==> config.mk <==
export PLATFORM = sky130hd
export DESIGN_NAME = reuleaux
export DESIGN_NICKNAME = d
export VERILOG_FILES = /design/src/rtl/reuleaux_pkg.sv /design/src/rtl/reuleaux_bresenham.sv /design/src/rtl/reuleaux.sv
export SDC_FILE = /design/constraint.sdc
export NUM_CORES = 1
export LEC_CHECK = 0
export ABC_AREA = 1
export CELL_PAD_IN_SITES_DETAIL_PLACEMENT = 1
export CELL_PAD_IN_SITES_GLOBAL_PLACEMENT = 2
export CORE_MARGIN = 5
export CORE_UTILIZATION = 33
export DETAILED_ROUTE_END_ITERATION = 10
export PLACE_DENSITY_LB_ADDON = 0.15
export SETUP_SLACK_MARGIN = 0.05
export SYNTH_ARGS = -nofsm -noshare
export SYNTH_HDL_FRONTEND = slang
export SYNTH_SLANG_ARGS = --single-unit
==> constraint.sdc <==
create_clock -name clk -period 3.75 [get_ports clk]
set_input_delay 0.375 -clock clk [delete_from_list [all_inputs] [get_ports clk]]
set_output_delay 0.375 -clock clk [all_outputs]
set_load 0.005 [all_outputs]
==> src/rtl/reuleaux_pkg.sv <==
// Shared types and constants for the Reuleaux triangle outline drawer.
package reuleaux_pkg;

  typedef enum logic [3:0] {
    IDLE,
    COMMENCE,
    O2,
    O3,
    O5,
    O6,
    O8,
    O7,
    DONE
  } state_e;

  typedef logic signed [9:0] coord_t;

  localparam int SCR_W       = 160;
  localparam int SCR_H       = 120;
  localparam int SQRT3_HALF  = 37;   // sqrt(3)/6 * 128 (centroid to base)
  localparam int SQRT3_THIRD = 74;   // sqrt(3)/3 * 128 (centroid to apex)
  localparam int SQRT3_SHIFT = 7;

endpackage

==> src/rtl/reuleaux_bresenham.sv <==
// Midpoint circle stepper: holds ox/oy/crit, loads on init, advances on step,
// and flags when the step about to be taken ends the octant sweep.
module reuleaux_bresenham
  import reuleaux_pkg::*;
(
  input  logic       clk,
  input  logic       init,
  input  logic       step,
  input  logic [7:0] diameter,
  output coord_t     ox,
  output coord_t     oy,
  output logic       last
);

  coord_t             ox_q, ox_d, oy_q, oy_d, ox_s, oy_s;
  logic signed [11:0] crit_q, crit_d, crit_s;
  logic signed [11:0] oy_x, diff_x;

  // Candidate next values are always computed so the FSM can see the loop end.
  always_comb begin
    oy_s   = oy_q + 10'sd1;
    oy_x   = {{2{oy_s[9]}}, oy_s};
    ox_s   = ox_q;
    diff_x = '0;
    crit_s = crit_q;
    if (crit_q <= 12'sd0) begin
      crit_s = crit_q + (oy_x <<< 1) + 12'sd1;
    end else begin
      ox_s   = ox_q - 10'sd1;
      diff_x = oy_x - {{2{ox_s[9]}}, ox_s};
      crit_s = crit_q + (diff_x <<< 1) + 12'sd1;
    end
  end

  always_comb begin
    ox_d   = ox_q;
    oy_d   = oy_q;
    crit_d = crit_q;
    if (init) begin
      ox_d   = signed'({2'b00, diameter});
      oy_d   = '0;
      crit_d = 12'sd1 - signed'({4'b0000, diameter});
    end else if (step) begin
      ox_d   = ox_s;
      oy_d   = oy_s;
      crit_d = crit_s;
    end
  end

  always_ff @(posedge clk) begin
    ox_q   <= ox_d;
    oy_q   <= oy_d;
    crit_q <= crit_d;
  end

  assign ox   = ox_q;
  assign oy   = oy_q;
  assign last = (oy_s > ox_s);

endmodule

==> src/rtl/reuleaux.sv <==
// Reuleaux triangle outline drawer: six clipped circle octants per Bresenham step.
// Define REULEAUX_CLIP_EN to suppress off-screen pixels instead of wrapping them.
module reuleaux
  import reuleaux_pkg::*;
(
  input  logic       clk,
  input  logic       rst_n,
  input  logic [2:0] colour,
  input  logic [7:0] centre_x,
  input  logic [6:0] centre_y,
  input  logic [7:0] diameter,
  input  logic       start,
  output logic       done,
  output logic [7:0] vga_x,
  output logic [6:0] vga_y,
  output logic [2:0] vga_colour,
  output logic       vga_plot
);

  state_e      state_q, state_d;
  coord_t      ox, oy;
  logic        last;
  logic [14:0] d37, d74;
  coord_t      cx, cy, half_d, off_base, off_apex;
  coord_t      cx1_q, cx1_d, cx2_q, cx2_d, cx3_q, cx3_d, cy1_q, cy1_d, cy3_q, cy3_d;
  coord_t      x_tot, y_tot;
  logic        ok;
  logic        done_d, plot_d;
  logic [7:0]  x_d;
  logic [6:0]  y_d;

  reuleaux_bresenham u_bres (
    .clk      (clk),
    .init     (state_q == COMMENCE),
    .step     (state_q == O7),
    .diameter (diameter),
    .ox       (ox),
    .oy       (oy),
    .last     (last)
  );

  assign d37      = 15'(diameter) * 15'(SQRT3_HALF);
  assign d74      = 15'(diameter) * 15'(SQRT3_THIRD);
  assign cx       = signed'({2'b00, centre_x});
  assign cy       = signed'({3'b000, centre_y});
  assign half_d   = signed'({3'b000, diameter[7:1]});
  assign off_base = signed'({2'b00, d37[14:SQRT3_SHIFT]});
  assign off_apex = signed'({2'b00, d74[14:SQRT3_SHIFT]});

  always_comb begin
    cx1_d = cx1_q;
    cx2_d = cx2_q;
    cx3_d = cx3_q;
    cy1_d = cy1_q;
    cy3_d = cy3_q;
    if (state_q == COMMENCE) begin
      cx1_d = cx + half_d;
      cx2_d = cx - half_d;
      cx3_d = cx;
      cy1_d = cy + off_base;
      cy3_d = cy - off_apex;
    end
  end

  always_ff @(posedge clk) begin
    cx1_q <= cx1_d;
    cx2_q <= cx2_d;
    cx3_q <= cx3_d;
    cy1_q <= cy1_d;
    cy3_q <= cy3_d;
  end

  always_ff @(posedge clk or negedge rst_n) begin
    if (!rst_n) state_q <= IDLE;
    else        state_q <= state_d;
  end

  always_comb begin
    state_d = state_q;
    unique case (state_q)
      IDLE:     if (start) state_d = COMMENCE;
      COMMENCE: state_d = O2;
      O2:       state_d = O3;
      O3:       state_d = O5;
      O5:       state_d = O6;
      O6:       state_d = O8;
      O8:       state_d = O7;
      O7:       state_d = last ? DONE : O2;
      DONE:     if (!start) state_d = IDLE;
      default:  state_d = IDLE;
    endcase
  end

  // Each octant mirrors the arc about its corner; the guard keeps it inside the triangle.
  always_comb begin
    x_tot = '0;
    y_tot = '0;
    ok    = 1'b0;
    unique case (state_q)
      O2: begin x_tot = cx3_q + oy; y_tot = cy3_q + ox; ok = (x_tot <= cx1_q); end
      O3: begin x_tot = cx3_q - oy; y_tot = cy3_q + ox; ok = (x_tot >= cx2_q); end
      O5: begin x_tot = cx1_q - ox; y_tot = cy1_q - oy; ok = 1'b1;             end
      O6: begin x_tot = cx1_q - oy; y_tot = cy1_q - ox; ok = (x_tot <= cx3_q); end
      O8: begin x_tot = cx2_q + ox; y_tot = cy1_q - oy; ok = 1'b1;             end
      O7: begin x_tot = cx2_q + oy; y_tot = cy1_q - ox; ok = (x_tot >= cx3_q); end
      default: ok = 1'b0;
    endcase
`ifdef REULEAUX_CLIP_EN
    if (x_tot < 10'sd0 || x_tot >= coord_t'(SCR_W) ||
        y_tot < 10'sd0 || y_tot >= coord_t'(SCR_H)) ok = 1'b0;
`endif
  end

  always_comb begin
    plot_d = ok;
    x_d    = ok ? x_tot[7:0] : 8'd0;
    y_d    = ok ? y_tot[6:0] : 7'd0;
    done_d = (state_q == DONE) && start;
  end

  always_ff @(posedge clk or negedge rst_n) begin
    if (!rst_n) begin
      done     <= 1'b0;
      vga_x    <= '0;
      vga_y    <= '0;
      vga_plot <= 1'b0;
    end else begin
      done     <= done_d;
      vga_x    <= x_d;
      vga_y    <= y_d;
      vga_plot <= plot_d;
    end
  end

  assign vga_colour = colour;

endmodule

==> Yosys cells after proc, flatten, opt, wreduce, memory -nomap -nowiden <==
Index checks and enable logic that the tools add are counted.
{ "word_totals": {"reg_bits": 93, "latch_bits": 0, "mem_bits_rw": 0, "rom_bits": 0, "inputBits": 29, "out_inout_bits": 20, "mem_count": 0} }
{ "op_classes": {"n_addsub": 21, "mul": 2, "n_div": 0, "magnitude_cmp": 6, "n_eq_ne": 10, "shifts": 0, "n_mux": 15, "bitwise": 0, "n_reduce_logical": 7} }
{ "ops": {"columns": ["operator", "n"], "rows": [
  ["8-bit one-hot mux with 6 select lines", 1],
  ["12-bit 2-to-1 mux", 3],
  ["4-bit one-hot mux with 9 select lines", 1],
  ["12-bit by 2-bit adder with 12-bit output, second input constant", 2],
  ["8-bit 2-to-1 mux", 3],
  ["7-bit one-hot mux with 3 select lines", 1],
  ["7-bit subtractor", 3],
  ["9-bit by 10-bit adder with 10-bit output", 2],
  ["10-bit by 9-bit greater-or-equal comparator with 1-bit output", 2],
  ["4-bit by 3-bit == test with 1-bit output, second input constant", 4],
  ["7-bit adder", 2],
  ["8-bit by 6-bit multiplier with 14-bit output, second input constant", 1],
  ["8-bit by 6-bit multiplier with 13-bit output, second input constant", 1],
  ["12-bit by 11-bit adder with 12-bit output", 1],
  ["12-bit adder", 1],
  ["12-bit by 1-bit <= comparator with 1-bit output, second input constant", 1],
  ["4-bit 2-to-1 mux", 3],
  ["10-bit by 10-bit subtractor with 11-bit output", 1],
  ["10-bit by 2-bit adder with 10-bit output, second input constant", 1],
  ["10-bit > comparator", 1],
  ["10-bit <= comparator", 1],
  ["10-bit by 9-bit <= comparator with 1-bit output", 1],
  ["10-bit 2-to-1 mux", 1],
  ["10-bit subtractor", 1],
  ["18 further kinds", 22]
]} }

==> Longest topological paths before layout <==
{ "depth": {"depth_word": 7, "ltp_mapped": 28} }

==> Modules after synthesis <==
From an unflattened synthesis, not the netlist that was laid out.
{ "hier_totals": {"cells_unflattened": 1599, "area_unflattened_um2": 11701.2} }
{ "by_module_without_submodules": {"columns": ["module", "instances", "cells_each", "area_per_inst_um2", "seq_area_each_um2"], "rows": [
  ["reuleaux", 1, 1051, 7886.3, 1696.6],
  ["reuleaux_bresenham", 1, 548, 3814.9, 840.8]
]} }

==> Least setup slack after synthesis <==
OpenSTA, ideal clock, no wires.
{ "synth_path": {"path_type": "input port to flip-flop", "from": "in diameter[4]", "to": "reg cy1_q[6] (data pin)", "setup_time_ns": 0.254, "arrival_time_ns": 3.748, "slack_ns": -0.252, "cell_stages": 20, "path_cell_list": "ha_1 > ha_1 > inv_1 > fa_1 > inv_1 > ha_1 > a21o_1 > or2_2 > nand2_1 > inv_1 > ha_1 > fa_1 > nand3_1 > nand2_1 > nand2_1 > nand2_1 > a21oi_1 > xor2_1 > xnor2_1 > inv_1"} }
{ "synth_between": {"elab_chain_cells": 2} }
{ "synth_rtl": {"columns": ["element", "line", "source"], "rows": [
  ["start, declared", "reuleaux.sv:11", "input logic [7:0] diameter,"],
  ["8-bit by 6-bit multiplier with 14-bit output", "reuleaux.sv:42", "assign d37 = 15'(diameter) * 15'(SQRT3_HALF);"],
  ["7-bit adder", "reuleaux.sv:60", "cy1_d = cy + off_base;"],
  ["end signal, assigned", "reuleaux.sv:69", "cy1_q <= cy1_d;"],
  ["end, declared", "reuleaux.sv:25", "coord_t cx1_q, cx1_d, cx2_q, cx2_d, cx3_q, cx3_d, cy1_q, cy1_d, cy3_q, cy3_d;"]
]} }
No other way between the ends.
A chain may end at the register's enable or synchronous reset.

==> Worst setup path after layout <==
{ "layout_path": {"from": "reg cx3_q[0]", "to": "reg vga_x[4]"} }
{ "layout_between": {"elab_chain_cells": 4} }
{ "layout_rtl": {"columns": ["element", "line", "source"], "rows": [
  ["start, declared", "reuleaux.sv:25", null],
  ["start signal, assigned", "reuleaux.sv:68", "cx3_q <= cx3_d;"],
  ["9-bit by 10-bit subtractor with 10-bit output or 9-bit by 10-bit adder with 10-bit output (tied branches)", "reuleaux.sv:101, reuleaux.sv:100", null],
  ["10-bit by 9-bit greater-or-equal comparator with 1-bit output or 10-bit <= comparator (tied branches)", "reuleaux.sv:101, reuleaux.sv:100", null],
  ["1-bit one-hot mux with 5 select lines", "reuleaux.sv:99", "unique case (state_q)"],
  ["8-bit 2-to-1 mux *", "reuleaux.sv:116", "x_d = ok ? x_tot[7:0] : 8'd0;"],
  ["net x_d[4]", "reuleaux.sv:29", "logic [7:0] x_d;"],
  ["end signal, assigned", "reuleaux.sv:124", "vga_x <= '0;"],
  ["end signal, assigned", "reuleaux.sv:129", "vga_x <= x_d;"],
  ["end, declared", "reuleaux.sv:14", "output logic [7:0] vga_x,"]
]} }
The timed path passes the listed nets; every way through them passes the cells marked *.

==> flow_summary_export.csv <==
group,metric,value,unit
worst_setup_path,timing.setup.critical_path_class,"reg -> reg",
route,firstDrtPassIters,5,
timing,worst_slew_margin_rel,38.9,%
yosys,synth_compound_area_share,13.5,%
route,drc_errors,0,
yosys,commonest_cells_in_the_synthesized_netlist,"sky130_fd_sc_hd__nand2_1, sky130_fd_sc_hd__inv_1, sky130_fd_sc_hd__ha_1, sky130_fd_sc_hd__nor2_1, sky130_fd_sc_hd__o21ai_0",
clock_tree,cts_inserted_buffers,9,
floorplan,floorplan.core_area,32600,sq um
yosys,async_reset_ff_share,22.8,%
placed_design,gp_congestion,0.884,
worst_setup_path,crit_fanout,8,
yosys,synthDistinctLibCells,53,
route,viasPerCell,4.96,
grt,total_global_routing_overflow,0,
clock_tree,clock_root_buffer_master,"sky130_fd_sc_hd__clkbuf_16",
yosys,synth_area_leaders,"sky130_fd_sc_hd__ha_1, sky130_fd_sc_hd__edfxtp_1, sky130_fd_sc_hd__nand2_1",
yosys,post_synth_and_or_nand_nor_area_fraction,22.2,%
worst_setup_path,timing.critical_path.to,"vga_x[4]",
layout,fillers,4020,
yosys,nets_in_the_synthesized_netlist,1707,
clock_tree,tritoncts,"yes",
yosys,ys_ff_latch,92,
route,drt_first_iter_violations,494,
route,wirelength,40.9,mm
yosys,post_synth_instance_area,10900,sq um
clock_tree,path_clk_slew,70,ps
worst_setup_path,crit_path_start_kind,"register",
layout,seq_area,2540,sq um
clock_tree,h-tree-depth,3,
yosys,synth_xor_area_share,6.65,%
worst_setup_path,crit_start,"cx3_q[0]",
worst_setup_path,critPathSlowestCell,"sky130_fd_sc_hd__fa_2",
floorplan,fp-row-count,66,
yosys,yosysMostFrequentCell,"sky130_fd_sc_hd__nand2_1",
worst_setup_path,r2r.worst_path.cells,28,
grt,maximum_number_of_pins_on_one_net_before_global_route_repair,35,
worst_setup_path,setup.reg_to_reg.worst_slack,60,ps
worst_setup_path,crit_path_end_kind,"register",
yosys,synthCells,1476,
worst_setup_path,worstSetupPathDepth,28,
timing,finalClockSkew,14.2,ps
job,drv_cap,0,
route,detail_route.wl_per_cell,19.0,um
layout,drive_gt1_share,23.4,%
timing,fmax,271,MHz
placed_design,dp.final_hpwl,34.2,mm
route,postRouteAntennaNets,0,
worst_setup_path,critical_path.reg2reg.startpoint,"cx3_q[0]",
worst_hold_path,holdCritPathClass,"in -> async",
worst_setup_path,critPathRequiredTime,3990,ps
yosys,share_of_synthesized_area_occupied_by_flip_flops_and_latches,23.3,%
timing,final.period_utilization,98.3,%
yosys,post_synth_fa_ha_maj_area_fraction,24.4,%
yosys,synth_top_family_by_area,"adder cells",
route,route.vias.total,10697,
yosys,post-synth-top-area-cell,"sky130_fd_sc_hd__ha_1",
layout,diodes_inserted,0,
worst_setup_path,critical_path.reg2reg.endpoint,"vga_x[4]",
clock_tree,clk_path_buf_depth,2,
floorplan,die-height,192,um
layout,multiInputGateArea,8150,sq um
floorplan,initial_core_util,33.5,%
yosys,synth.mux.area_fraction,0,%
yosys,synth_area_per_cell,7.39,sq um
timing,max_slew.worst_pin.slew,913,ps
floorplan,top_level_ports,49,
clock_tree,cts_hold_repair.buffers,0,
yosys,synth_enable_flop_cells,59,
timing,hold_viol_final,0,
layout,area_growth_syn_to_layout,33.0,%
timing,drv_slew,0,
grt,grtUsageTotal,22.3,%
worst_setup_path,cp_top_family,"buffers and inverters",
worst_setup_path,cp_slowest_stage_delay,350,ps
yosys,synth_largest_type_area_fraction,21.1,%
layout,final_nets,1941,
timing,layout_min_cycle_time,3690,ps
placed_design,portBuffers,42,
grt,grt_first_pass_wirelength,62.8,mm
yosys,yosys_warnings,0,
clock_tree,clk_latency,360,ps
floorplan,width_of_the_die,192,um
grt,first_global_vias,11268,
clock_tree,cts_sinks,92,
grt,antenna_found_initial,0,
timing,post-route-worst-setup-slack,65.0,ps
timing,setup_violations,0,
worst_setup_path,timing.critical_path.mode_cell,"sky130_fd_sc_hd__buf_4",
worst_setup_path,path_buf_inv,12,
placed_design,pre_cts_slack,-770,ps
yosys,dominantRegCellSynth,"sky130_fd_sc_hd__edfxtp_1",
worst_setup_path,worst_ep_arrival_time,3920,ps
run_status,run_status,"completed",
timing,rsz0062_at_grt,"true",
floorplan,design.die.area,36800,sq um
==> timing repair <==
action | 4_1_cts | 5_1_grt
endpoints found under the setup margin | 28 | 27
cloned | 1 | 0
pin swaps | 41 | 64
buffers inserted | 14 | 16
gates resized for setup | 107 | 92
==> worst register-to-register path, delay by kind of cell, from the launching register on <==
family,cells,cell delay [ps]
buf+inv,12,1270
fa+ha+maj,3,800
simple gates,10,770
flops,1,340
compound gates,2,230
xor+xnor,1,150
==> cells in the final DEF, fill, tap and decap left out, types with 7 or more instances in the layout <==
cell type / n
sky130_fd_sc_hd__a21oi_1: 82
sky130_fd_sc_hd__nor2_4: 11
sky130_fd_sc_hd__o21ai_0: 86
sky130_fd_sc_hd__a21oi_2: 14
sky130_fd_sc_hd__dfrtp_1: 21
sky130_fd_sc_hd__or2_2: 13
sky130_fd_sc_hd__xor2_1: 51
sky130_fd_sc_hd__clkdlybuf4s50_1: 34
sky130_fd_sc_hd__o21bai_1: 7
sky130_fd_sc_hd__clkbuf_16: 10
sky130_fd_sc_hd__inv_1: 233
sky130_fd_sc_hd__o21ai_1: 9
sky130_fd_sc_hd__nand2_2: 21
sky130_fd_sc_hd__nand3_2: 10
sky130_fd_sc_hd__dfxtp_1: 9
sky130_fd_sc_hd__buf_6: 8
sky130_fd_sc_hd__inv_2: 21
sky130_fd_sc_hd__xnor2_1: 18
sky130_fd_sc_hd__nand3_1: 71
sky130_fd_sc_hd__nand2_1: 288
sky130_fd_sc_hd__ha_1: 152
sky130_fd_sc_hd__buf_4: 191
sky130_fd_sc_hd__nor2_1: 91
sky130_fd_sc_hd__xor2_2: 8
sky130_fd_sc_hd__nor3_1: 10
sky130_fd_sc_hd__a31oi_1: 9
sky130_fd_sc_hd__nand4_1: 17
sky130_fd_sc_hd__o22ai_1: 13
sky130_fd_sc_hd__fa_1: 15
sky130_fd_sc_hd__ha_4: 28
sky130_fd_sc_hd__edfxtp_1: 59
==> kinds of logic (layout without fill, tap and decap cells) <==
kind of cell / after synthesis / count (layout)
simple gates: 560 / 560
compound gates: 262 / 262
fa+ha+maj: 202 / 202
flops: 92 / 92
xor+xnor: 82 / 82
buf+inv: 278 / 517
==> registers in the layout, summed over array words and instances (netlist names), 4 cells and up <==
signal and cells:
u_bres.crit_q 12, u_bres.ox 10, u_bres.oy 10, cx1_q 9
cx2_q 8, cx3_q 8, vga_x 8, cy1_q 7
cy3_q 7, vga_y 7, state_q 4
==> area by class of cell <==
class | count | area share (%)
clock buffer | 14 | 1.97
clock inverter | 2 | 0.103
inverter | 258 | 6.75
multi-input combinational | 1106 | 56.2
sequential | 92 | 17.5
tap | 442 | 3.81
timing repair buffer | 243 | 13.7
==> per-layer routing <==
layer | vias to the layer above | global-route usage (%) | part of all wire [%]
met5 | - | 0 | 0
met2 | 127 | 38.3 | 49
met4 | 0 | 7.71 | 3.2
li1 | 5342 | - | -
met1 | 5175 | 29.1 | 46
met3 | 53 | 2.33 | 2.4
==> worst min path at each step <==
stage,from,slack [ps],cells past startpoint,to
after floorplan,rst_n,80,0,done
final,rst_n,530,1,vga_y[4]
after detailed placement,u_bres.ox[9],520,2,u_bres.ox[9]
after global placement,u_bres.ox[9],500,2,u_bres.ox[9]
after CTS,u_bres.ox[9],540,2,u_bres.ox[9]
after global routing,diameter[6],560,4,u_bres.ox[6]
==> metrics by stage <==
stage	utilization [%]	hold WS (ps)	setup TNS [ps]	cell area (sq um)	std cells
final	44.5	528	0	14500	2157
after CTS	42.9	542	0	14000	2142
after global routing	44.5	556	-2220	14500	2157
after global placement	40.5	501	-6190	13200	2111
after floorplan	-	79.4	0	11100	1476
after detailed placement	40.5	525	-8310	13200	2111
Power is left out: the tool's default activity adds up to more than one toggle a clock period on the data nets, which glitch-free logic cannot reach.
